$ cat src/rtl/multdiv_pkg.sv
// Shared definitions for the multi-cycle signed multiply/divide unit.
//   MD_WIDTH   : default operand/result width
//   MD_CNT_W   : default iteration counter width (must hold MD_WIDTH)
//   ITERATIONS : add/shift iterations per operation
//   INT_MIN    : most negative value at the default width
//   state_t    : controller state encoding
package multdiv_pkg;

   localparam int unsigned MD_WIDTH   = 32;
   localparam int unsigned MD_CNT_W   = 6;
   localparam int unsigned ITERATIONS = MD_WIDTH;

   localparam logic [MD_WIDTH-1:0] INT_MIN = {1'b1, {(MD_WIDTH-1){1'b0}}};

   typedef enum logic [1:0] {
      IDLE = 2'd0,
      MULT = 2'd1,
      DIV  = 2'd2,
      DONE = 2'd3
   } state_t;

endpackage : multdiv_pkg

$ cat src/rtl/addsub_33.sv
// Ripple-carry add/subtract built from full-adder cell equations.
//   a, b : operands
//   sub  : 0 -> a + b, 1 -> a + ~b + 1
//   sum  : W-bit result
//   cout : carry out of the top cell (for subtraction, 1 means no borrow)
module addsub_33 #(
   parameter int unsigned W = 33
) (
   input  logic [W-1:0] a,
   input  logic [W-1:0] b,
   input  logic         sub,
   output logic [W-1:0] sum,
   output logic         cout
);

   logic carry;
   logic b_inv;

   // One full-adder cell per bit; carry threads through a local variable.
   always_comb begin
      sum   = '0;
      carry = sub;
      b_inv = 1'b0;
      for (int i = 0; i < int'(W); i++) begin
         b_inv  = b[i] ^ sub;
         sum[i] = a[i] ^ b_inv ^ carry;
         carry  = (a[i] & b_inv) | (carry & (a[i] ^ b_inv));
      end
      cout = carry;
   end

endmodule : addsub_33

$ cat src/rtl/multdiv_ctrl.sv
// Multi-cycle signed multiply (radix-2 Booth) / divide (restoring, on
// magnitudes) sharing one WIDTH+1-bit add/subtract datapath.
// Both operations take a fixed WIDTH+1 edges from the start edge to the
// result strobe.
//   clock          : rising-edge clock
//   reset          : synchronous active-high reset
//   ctrl_MULT      : start pulse, multiply (wins over ctrl_DIV)
//   ctrl_DIV       : start pulse, divide
//   data_operandA  : multiplicand / dividend, sampled on a start edge
//   data_operandB  : multiplier / divisor, sampled on a start edge
//   data_result    : low word of product, or quotient
//   data_exception : signed overflow or divide-by-zero
//   data_resultRDY : one-cycle result-valid strobe
module multdiv_ctrl
   import multdiv_pkg::*;
#(
   parameter int unsigned WIDTH = MD_WIDTH,
   parameter int unsigned CNT_W = MD_CNT_W
) (
   input  logic             clock,
   input  logic             reset,
   input  logic             ctrl_MULT,
   input  logic             ctrl_DIV,
   input  logic [WIDTH-1:0] data_operandA,
   input  logic [WIDTH-1:0] data_operandB,
   output logic [WIDTH-1:0] data_result,
   output logic             data_exception,
   output logic             data_resultRDY
);

   localparam logic [WIDTH-1:0] NEG_MIN  = {1'b1, {(WIDTH-1){1'b0}}};
   localparam logic [CNT_W-1:0] LAST_CNT = CNT_W'(WIDTH - 1);

   state_t           state;
   logic [CNT_W-1:0] cnt;
   logic [WIDTH:0]   acc;       // mult: sign-extended hi; div: remainder
   logic [WIDTH-1:0] lo;        // mult: lo/multiplier; div: quotient
   logic             q_m1;      // Booth q-1 bit
   logic [WIDTH-1:0] opr;       // mult: multiplicand; div: |divisor|
   logic             op_div;
   logic             neg_q;
   logic             div_zero;
   logic             div_ovf;

   logic             start;
   logic [WIDTH-1:0] abs_a;
   logic [WIDTH-1:0] abs_b;
   logic [WIDTH:0]   div_shift;
   logic             booth_add;
   logic [WIDTH:0]   mult_p;

   logic [WIDTH:0]   add_a;
   logic [WIDTH:0]   add_b;
   logic             add_sub;
   logic [WIDTH:0]   add_sum;
   logic             add_cout;

   assign start     = ctrl_MULT | ctrl_DIV;
   assign abs_a     = data_operandA[WIDTH-1] ? (~data_operandA + WIDTH'(1)) : data_operandA;
   assign abs_b     = data_operandB[WIDTH-1] ? (~data_operandB + WIDTH'(1)) : data_operandB;
   // Left shift of {R,Q} before the trial subtract.
   assign div_shift = {acc[WIDTH-1:0], lo[WIDTH-1]};
   // Booth pairs 01/10 add/subtract; 00/11 pass hi through untouched.
   assign booth_add = lo[0] ^ q_m1;
   assign mult_p    = booth_add ? add_sum : acc;

   // Operand steering for the shared adder; DONE reuses it to negate the quotient.
   always_comb begin
      add_a   = '0;
      add_b   = '0;
      add_sub = 1'b0;
      case (state)
         MULT: begin
            add_a   = acc;
            add_b   = {opr[WIDTH-1], opr};
            add_sub = lo[0] & ~q_m1;
         end
         DIV: begin
            add_a   = div_shift;
            add_b   = {1'b0, opr};
            add_sub = 1'b1;
         end
         DONE: begin
            add_a   = '0;
            add_b   = {1'b0, lo};
            add_sub = 1'b1;
         end
         default: ;
      endcase
   end

   addsub_33 #(.W(WIDTH + 1)) u_addsub (
      .a    (add_a),
      .b    (add_b),
      .sub  (add_sub),
      .sum  (add_sum),
      .cout (add_cout)
   );

   // Controller, iteration counter, shift registers and registered outputs.
   always_ff @(posedge clock) begin
      if (reset) begin
         state          <= IDLE;
         cnt            <= '0;
         acc            <= '0;
         lo             <= '0;
         q_m1           <= 1'b0;
         opr            <= '0;
         op_div         <= 1'b0;
         neg_q          <= 1'b0;
         div_zero       <= 1'b0;
         div_ovf        <= 1'b0;
         data_result    <= '0;
         data_exception <= 1'b0;
         data_resultRDY <= 1'b0;
      end else begin
         data_resultRDY <= 1'b0;
         if (start) begin
            // Any start pulse aborts whatever is in flight.
            cnt      <= '0;
            acc      <= '0;
            q_m1     <= 1'b0;
            neg_q    <= data_operandA[WIDTH-1] ^ data_operandB[WIDTH-1];
            div_zero <= (data_operandB == '0);
            div_ovf  <= (data_operandA == NEG_MIN) && (data_operandB == '1);
            if (ctrl_MULT) begin
               state  <= MULT;
               op_div <= 1'b0;
               opr    <= data_operandA;
               lo     <= data_operandB;
            end else begin
               state  <= DIV;
               op_div <= 1'b1;
               opr    <= abs_b;
               lo     <= abs_a;
            end
         end else begin
            case (state)
               MULT: begin
                  // Arithmetic shift right of {hi, lo, q-1}.
                  acc  <= {mult_p[WIDTH], mult_p[WIDTH:1]};
                  lo   <= {mult_p[0], lo[WIDTH-1:1]};
                  q_m1 <= lo[0];
                  cnt  <= cnt + CNT_W'(1);
                  if (cnt == LAST_CNT) state <= DONE;
               end
               DIV: begin
                  // Carry out of the subtract means the trial remainder is non-negative.
                  acc <= add_cout ? add_sum : div_shift;
                  lo  <= {lo[WIDTH-2:0], add_cout};
                  cnt <= cnt + CNT_W'(1);
                  if (cnt == LAST_CNT) state <= DONE;
               end
               DONE: begin
                  state          <= IDLE;
                  data_resultRDY <= 1'b1;
                  if (!op_div) begin
                     data_result    <= lo;
                     data_exception <= (acc[WIDTH-1:0] != {WIDTH{lo[WIDTH-1]}});
                  end else if (div_zero) begin
                     data_result    <= '0;
                     data_exception <= 1'b1;
                  end else if (div_ovf) begin
                     data_result    <= NEG_MIN;
                     data_exception <= 1'b1;
                  end else begin
                     data_result    <= neg_q ? add_sum[WIDTH-1:0] : lo;
                     data_exception <= 1'b0;
                  end
               end
               default: state <= IDLE;
            endcase
         end
      end
   end

endmodule : multdiv_ctrl

$ cat config.mk
export PLATFORM = sky130hd
export DESIGN_NAME = multdiv_ctrl
export DESIGN_NICKNAME = d
export VERILOG_FILES = /design/src/rtl/multdiv_pkg.sv /design/src/rtl/addsub_33.sv /design/src/rtl/multdiv_ctrl.sv
export SDC_FILE = /design/constraint.sdc
export NUM_CORES = 1
export LEC_CHECK = 0
export BUFFER_PORTS_ARGS = -buffer_cell sky130_fd_sc_hd__buf_2
export CAP_MARGIN = 20
export CORE_UTILIZATION = 45
export CTS_CLUSTER_SIZE = 8
export DETAILED_ROUTE_END_ITERATION = 7
export PLACE_DENSITY = 0.59
export SYNTH_ARGS = -nofsm -noshare
export SYNTH_HDL_FRONTEND = slang
export SYNTH_HIERARCHICAL = 1
export SYNTH_SLANG_ARGS = --single-unit
$ cat constraint.sdc
create_clock -name clock -period 24.3 [get_ports clock]
set_input_delay 4.86 -clock clock [delete_from_list [all_inputs] [get_ports clock]]
set_output_delay 4.86 -clock clock [all_outputs]
set_load 0.05 [all_outputs]
### Word-level counts from Yosys, hierarchy flattened

Index checks and enable logic that the tools add are counted.

| storage, ports and cells | value |
|---|---|
| bits in registers | 144 |
| input port bits | 68 |
| output and inout bits | 34 |
| logic and storage cells | 263 |

| cells by class | value |
|---|---|
| add/subtract/negate cells | 3 |
| equal/unequal tests | 8 |
| mux-type cells | 25 |
| bitwise logic cells | 206 |
| reductions and logical operators | 8 |

Operators with widths:

| kind | count |
|---|---|
| two-way mux 32 bit | 9 |
| one-hot mux 33 bit (2 select lines) | 2 |
| bitwise XOR 1 bit | 101 |
| one-hot mux 33 bit (3 select lines) | 1 |
| AND 1 bit | 67 |
| two-way mux 33 bit | 2 |
| adder 32 x 1 -> 32 bit, second input constant | 2 |
| == test 32 bit, second input constant | 2 |
| inverter 32 bit | 2 |
| one-hot mux 32 bit (2 select lines) | 1 |
| OR 1 bit | 34 |
| logical NOT 32 bit | 1 |
| inequality test 32 bit | 1 |
| two-way mux 2 bit | 4 |
| adder 6 x 1 -> 6 bit, second input constant | 1 |
| == test 6 x 5 -> 1 bit, second input constant | 1 |
| OR reduction 2 bit | 3 |
| two-way mux 1 bit | 5 |
| == test 2 bit, second input constant | 2 |
| inequality test 3 x 1 -> 1 bit, second input constant | 1 |
| nonzero test 3 bit | 1 |
| == test 2 x 1 -> 1 bit, second input constant | 1 |
| inverter 1 bit | 2 |
| one-hot mux 1 bit (2 select lines) | 1 |
| other kinds (3) | 3 |

### Logic depth before layout (Yosys ltp)

| logic depth | value |
|---|---|
| word-level depth | 73 |
| gate-level depth with buffers | 52 |

### Modules after synthesis

Netlist, hierarchy kept.

By module, submodules not included:

| module | times used | cells each | area each (um^2) |
|---|---|---|---|
| multdiv_ctrl | 1 | 1352 | 10463.8 |
| addsub_33 | 1 | 132 | 1242.4 |

### Least setup slack after synthesis

No wires, ideal clock.

| path | value |
|---|---|
| path type | register -> register |
| start | register state[0] |
| end | register acc[26] |
| data arrival time | 14.967 ns |
| required time | 24.172 ns |
| path slack | 9.206 ns |
| stages on the path, launching flop included | 53 |
| buffers on the path | 7 |
| path through | dfxtp_1 > inv_1 > ha_1 > clkbuf_1 > clkbuf_1 > buf_1 > buf_1 > a211oi_1 > nor2_1 > buf_6 > xor2_1 > fa_1 > inv_1 > fa_1 > fa_1 > fa_1 > fa_1 > fa_1 > [... 17 more ...] > fa_1 > fa_1 > fa_1 > fa_1 > fa_1 > fa_1 > fa_1 > fa_1 > fa_1 > fa_1 > inv_1 > fa_1 > clkbuf_1 > clkbuf_1 > mux2i_1 > a21oi_1 > mux2i_1 > nor2_1 |

| on the way | value |
|---|---|
| cells in the longest elaborated chain, start to end | 73 |
| elaborated cells on any way between the ends | 178 |
| classes of those cells | 3 x eq/ne; 6 x mux; 167 x bitwise; 2 x reduce/logical |

Ends and longest elaborated chain:

| what | line | RTL |
|---|---|---|
| from (decl) | multdiv_ctrl.sv:34 | `state_t state;` |
| from (signal assigned) | multdiv_ctrl.sv:103 | `state <= IDLE;` |
| from (signal assigned) | multdiv_ctrl.sv:127 | `state <= MULT;` |
| from (signal assigned) | multdiv_ctrl.sv:132 | `state <= DIV;` |
| == test 2 bit | multdiv_ctrl.sv:72 | `case (state)` |
| OR reduction 2 bit (no source line) | - |  |
| one-hot mux 1 bit (2 select lines) * | multdiv_ctrl.sv:72 |  |
| via add_sub | multdiv_ctrl.sv:54 | `logic add_sub;` |
| bitwise XOR 1 bit | addsub_33.sv:25 | `b_inv = b[i] ^ sub;` |
| bitwise XOR 1 bit | addsub_33.sv:27 | `carry = (a[i] & b_inv) \| (carry & (a[i] ^ b_inv));` |
| AND 1 bit | addsub_33.sv:27 |  |
| OR 1 bit | addsub_33.sv:27 |  |
| [... 59 more ...] | - |  |
| OR 1 bit | addsub_33.sv:27 |  |
| AND 1 bit | addsub_33.sv:27 |  |
| OR 1 bit | addsub_33.sv:27 |  |
| AND 1 bit | addsub_33.sv:27 |  |
| OR 1 bit * | addsub_33.sv:27 |  |
| via add_cout | multdiv_ctrl.sv:56 | `logic add_cout;` |
| two-way mux 33 bit * | multdiv_ctrl.sv:149 | `acc <= add_cout ? add_sum : div_shift;` |
| one-hot mux 33 bit (2 select lines) * | multdiv_ctrl.sv:138 | `case (state)` |
| to (signal assigned) | multdiv_ctrl.sv:141 | `acc <= {mult_p[WIDTH], mult_p[WIDTH:1]};` |
| to (signal assigned) | multdiv_ctrl.sv:149 |  |
| to (decl) | multdiv_ctrl.sv:36 | `logic [WIDTH:0] acc;` |

The timed path passes the listed nets; every way through them passes the cells marked *.
A chain may end at the register's enable or synchronous reset.

### Worst setup path in the final report

| path | value |
|---|---|
| start | register state[0] |
| end | register acc[30] |

Same word-level chain as after synthesis.

==> results.json <==
{
  "num-fill-cells": 2520,
  "die_h_um": 163,
  "worstPathArrival_ns": 16.66,
  "end_kind": "flop",
  "maxSlewViolCount": 0,
  "final.min_clock_period_ns": 16.36,
  "fin_setup_tns_ns": 0,
  "hold_viol_final": 0,
  "hold_path.class": "flop to flop",
  "async_flop_share": 0,
  "grt_max_degree": 75,
  "rsz0062_at_grt": "false",
  "max_freq_ghz": 0.0611,
  "synth_area_leader_cell": "dfxtp_1",
  "num_rows": 58,
  "setup_violations": 0,
  "synth_top_area_frac": 0.246,
  "critPathMaxFanout": 70,
  "die_area_mm2": 0.0267,
  "drcViolationCount": 0,
  "gp_congestion": 0.910,
  "drtIter0Drc": 961,
  "nNetsFinal": 1598,
  "io_buffer_count": 101,
  "p_per_area_mw_per_mm2": 50.4,
  "grt_usage": 0.285,
  "via_per_inst": 6.06,
  "ctsResizeCount": 0,
  "grt_overflow": 0,
  "ir_drop_mv": 0.0429,
  "p_switching_uw": 210,
  "syn_to_final_growth_pct": 9.58,
  "clock_latency_ns": 0.45,
  "synth_area_per_cell_um2": 7.89,
  "root_buffer": "clkbuf_16",
  "h-tree-depth": 4,
  "worst_path_dominant_cell_family": "adder cells",
  "cts_tree": "built",
  "cts.clk_slew.worst_paths_ns": 0.06,
  "r2r-start": "state[0]",
  "netlist_area_mm2": 0.0117,
  "relSlewSlack": 0.364,
  "grt_pass1_vias": 10200,
  "synth.net_count": 1593,
  "maxCapViolCount": 0,
  "antenna_left": 0,
  "startpoint_type": "flop",
  "final_common_cell": "nor2_1",
  "diodes": 0,
  "cts_buffers": 17,
  "crit_slowest_cell": "buf_4",
  "multiInputGateArea_mm2": 0.00797,
  "final_layout_size_suffix_gt1_frac": 0.150,
  "routed_wl_mm": 37.2,
  "finalHoldWorstSlack_ns": 0.453,
  "floorplan.initialDensity": 0.462,
  "io_pins": 102,
  "regArea_mm2": 0.00288,
  "synth.area.top_cells": "dfxtp_1 25%, mux2i_1 6.9%, a22oi_1 6.5%",
  "crit_top_cell": "fa_1",
  "seq_power_share": 0.402,
  "status": "finished, final reports clean",
  "worstPathRequired_ns": 24.60,
  "core-area_mm2": 0.0253,
  "wl_per_cell_um": 20.3,
  "via_count": 11100,
  "power.leakage_nw": 4.40,
  "cts.sinks": 144,
  "critPathKind": "flop to flop",
  "grt_pass1_wl_mm": 59.2,
  "clock_path_buffers": 2,
  "hold_start": "data_result[31]",
  "crit_start": "state[0]",
  "hpwl_mm": 25.9,
  "ys_types": 75,
  "ys_warn_count": 6,
  "p_clk_frac": 0.404,
  "drt-pass1-iter-count": 6,
  "synth_edf_count": 0,
  "antenna_found_initial": 0,
  "tightest_slew_ns": 0.946,
  "post-cts-setup-buffer-count": 0,
  "fin_skew_ns": 0.0152,
  "postSynthCellCount": 1484,
  "cp_num_buf_inv": 9,
  "ys.flop_type": "dfxtp_1",
  "max_stage_delay_ns": 0.64,
  "combinationalPowerShare": 0.194,
  "final_cell_mix": "162 x nor2_1, 144 x dfxtp_1, 101 x a22oi_1, 101 x buf_2, 93 x a21oi_1",
  "postCtsHoldBufs": 0,
  "ys_ff_latch": 144,
  "synth-seq-area-share": 0.246,
  "fin_crit_sh": 0.673,
  "p_int_uw": 436,
  "finalPower_uw": 646,
  "die_x_um": 163,
  "p_sw_frac": 0.325
}
-- worst register-to-register path: cells and delay by family (launching register included) --
kind	cells	cell delay (ns)
adder cells (fa/ha/maj)	33	12.48
XOR/XNOR	1	0.24
buffers and inverters	9	2.29
multiplexers	2	0.42
AND/OR/NAND/NOR	2	0.17
AO/OA/AOI/OAI	2	0.28
flip-flops	1	0.34
-- flip-flops by register name, summed over array words and instances, names as in the netlist --
signal	count
lo	32
op_div	1
data_result	32
div_ovf	1
div_zero	1
data_resultRDY	1
state	2
cnt	6
data_exception	1
opr	32
acc	33
q_m1	1
neg_q	1
-- cells in the mapped netlist (3+ instances only) --
cell / count
a221oi_1: 6
nand2b_1: 8
nor2b_1: 85
a31o_2: 7
fa_1: 32
o31ai_1: 13
clkbuf_1: 109
dfxtp_1: 144
ha_1: 9
a21oi_1: 93
nor3b_1: 33
nor4_1: 22
xnor2_1: 49
buf_1: 19
and3_1: 6
xor2_1: 23
o311ai_0: 3
o41ai_1: 14
o21a_1: 6
mux2i_1: 81
inv_1: 88
o221ai_1: 6
o22ai_1: 16
or2_2: 6
nand2_1: 50
a22oi_1: 101
or3_1: 11
a211o_1: 10
or3b_2: 3
or4_1: 7
nand3_1: 9
o21ai_0: 47
mux2_2: 40
nor2_1: 163
buf_2: 3
nand4_1: 25
a211oi_1: 40
a2111oi_0: 6
a41oi_1: 5
a31oi_1: 10
nor3_1: 27
a311oi_1: 6
-- metal layers --
layer,wire length [um],global-route usage,vias up
met3,2980,0.0338,33
met2,16200,0.421,471
li1,-,-,5365
met1,17700,0.437,5239
met4,338,0.0569,0
met5,0,0,-
-- final timing paths --
path | cells past startpoint | slack, ns | endpoint
worst max register to register | 49 | 7.94 | acc[30]
worst min register to register | 2 | 0.45 | data_result[31]
worst max-delay path | 49 | 7.94 | acc[30]
worst min-delay path | 2 | 0.45 | data_result[31]
-- cell families after synthesis --
| kind of cell | count (synthesis) | synth area share |
|---|---|---|
| AND/OR/NAND/NOR | 470 | 0.210 |
| multiplexers | 121 | 0.108 |
| AO/OA/AOI/OAI | 411 | 0.241 |
| adder cells (fa/ha/maj) | 41 | 0.0643 |
| buffers and inverters | 224 | 0.0761 |
| XOR/XNOR | 73 | 0.0553 |
| flip-flops | 144 | 0.246 |
-- metrics by stage --
step	instances	area, um^2	setup WS, ns	util
finish	1832	12800	7.94	0.506
detailed placement	1799	12200	7.63	0.483
global route	1832	12800	7.30	0.506
CTS	1831	12800	7.58	0.506
floorplan	1484	11700	9.21	-
global placement	1799	12200	7.76	0.483
-- final cells by class --
cell class,count,share of cell area
multi-input combinational,1116,0.621
timing repair buffer,121,0.0521
tap,330,0.0322
clock inverter,14,0.0105
inverter,89,0.0260
sequential,144,0.225
clock buffer,18,0.0335
-- power by group through the flow --
stage	clock (mW)	sequential (mW)	combinational, mW
2_1_floorplan	0	0.258	0.0892
3_3_place_gp	0	0.264	0.123
3_5_place_dp	0	0.264	0.124
4_1_cts	0.266	0.259	0.124
5_1_grt	0.274	0.260	0.138
6_report	0.261	0.260	0.125
Power figures use the tool's default switching activity.
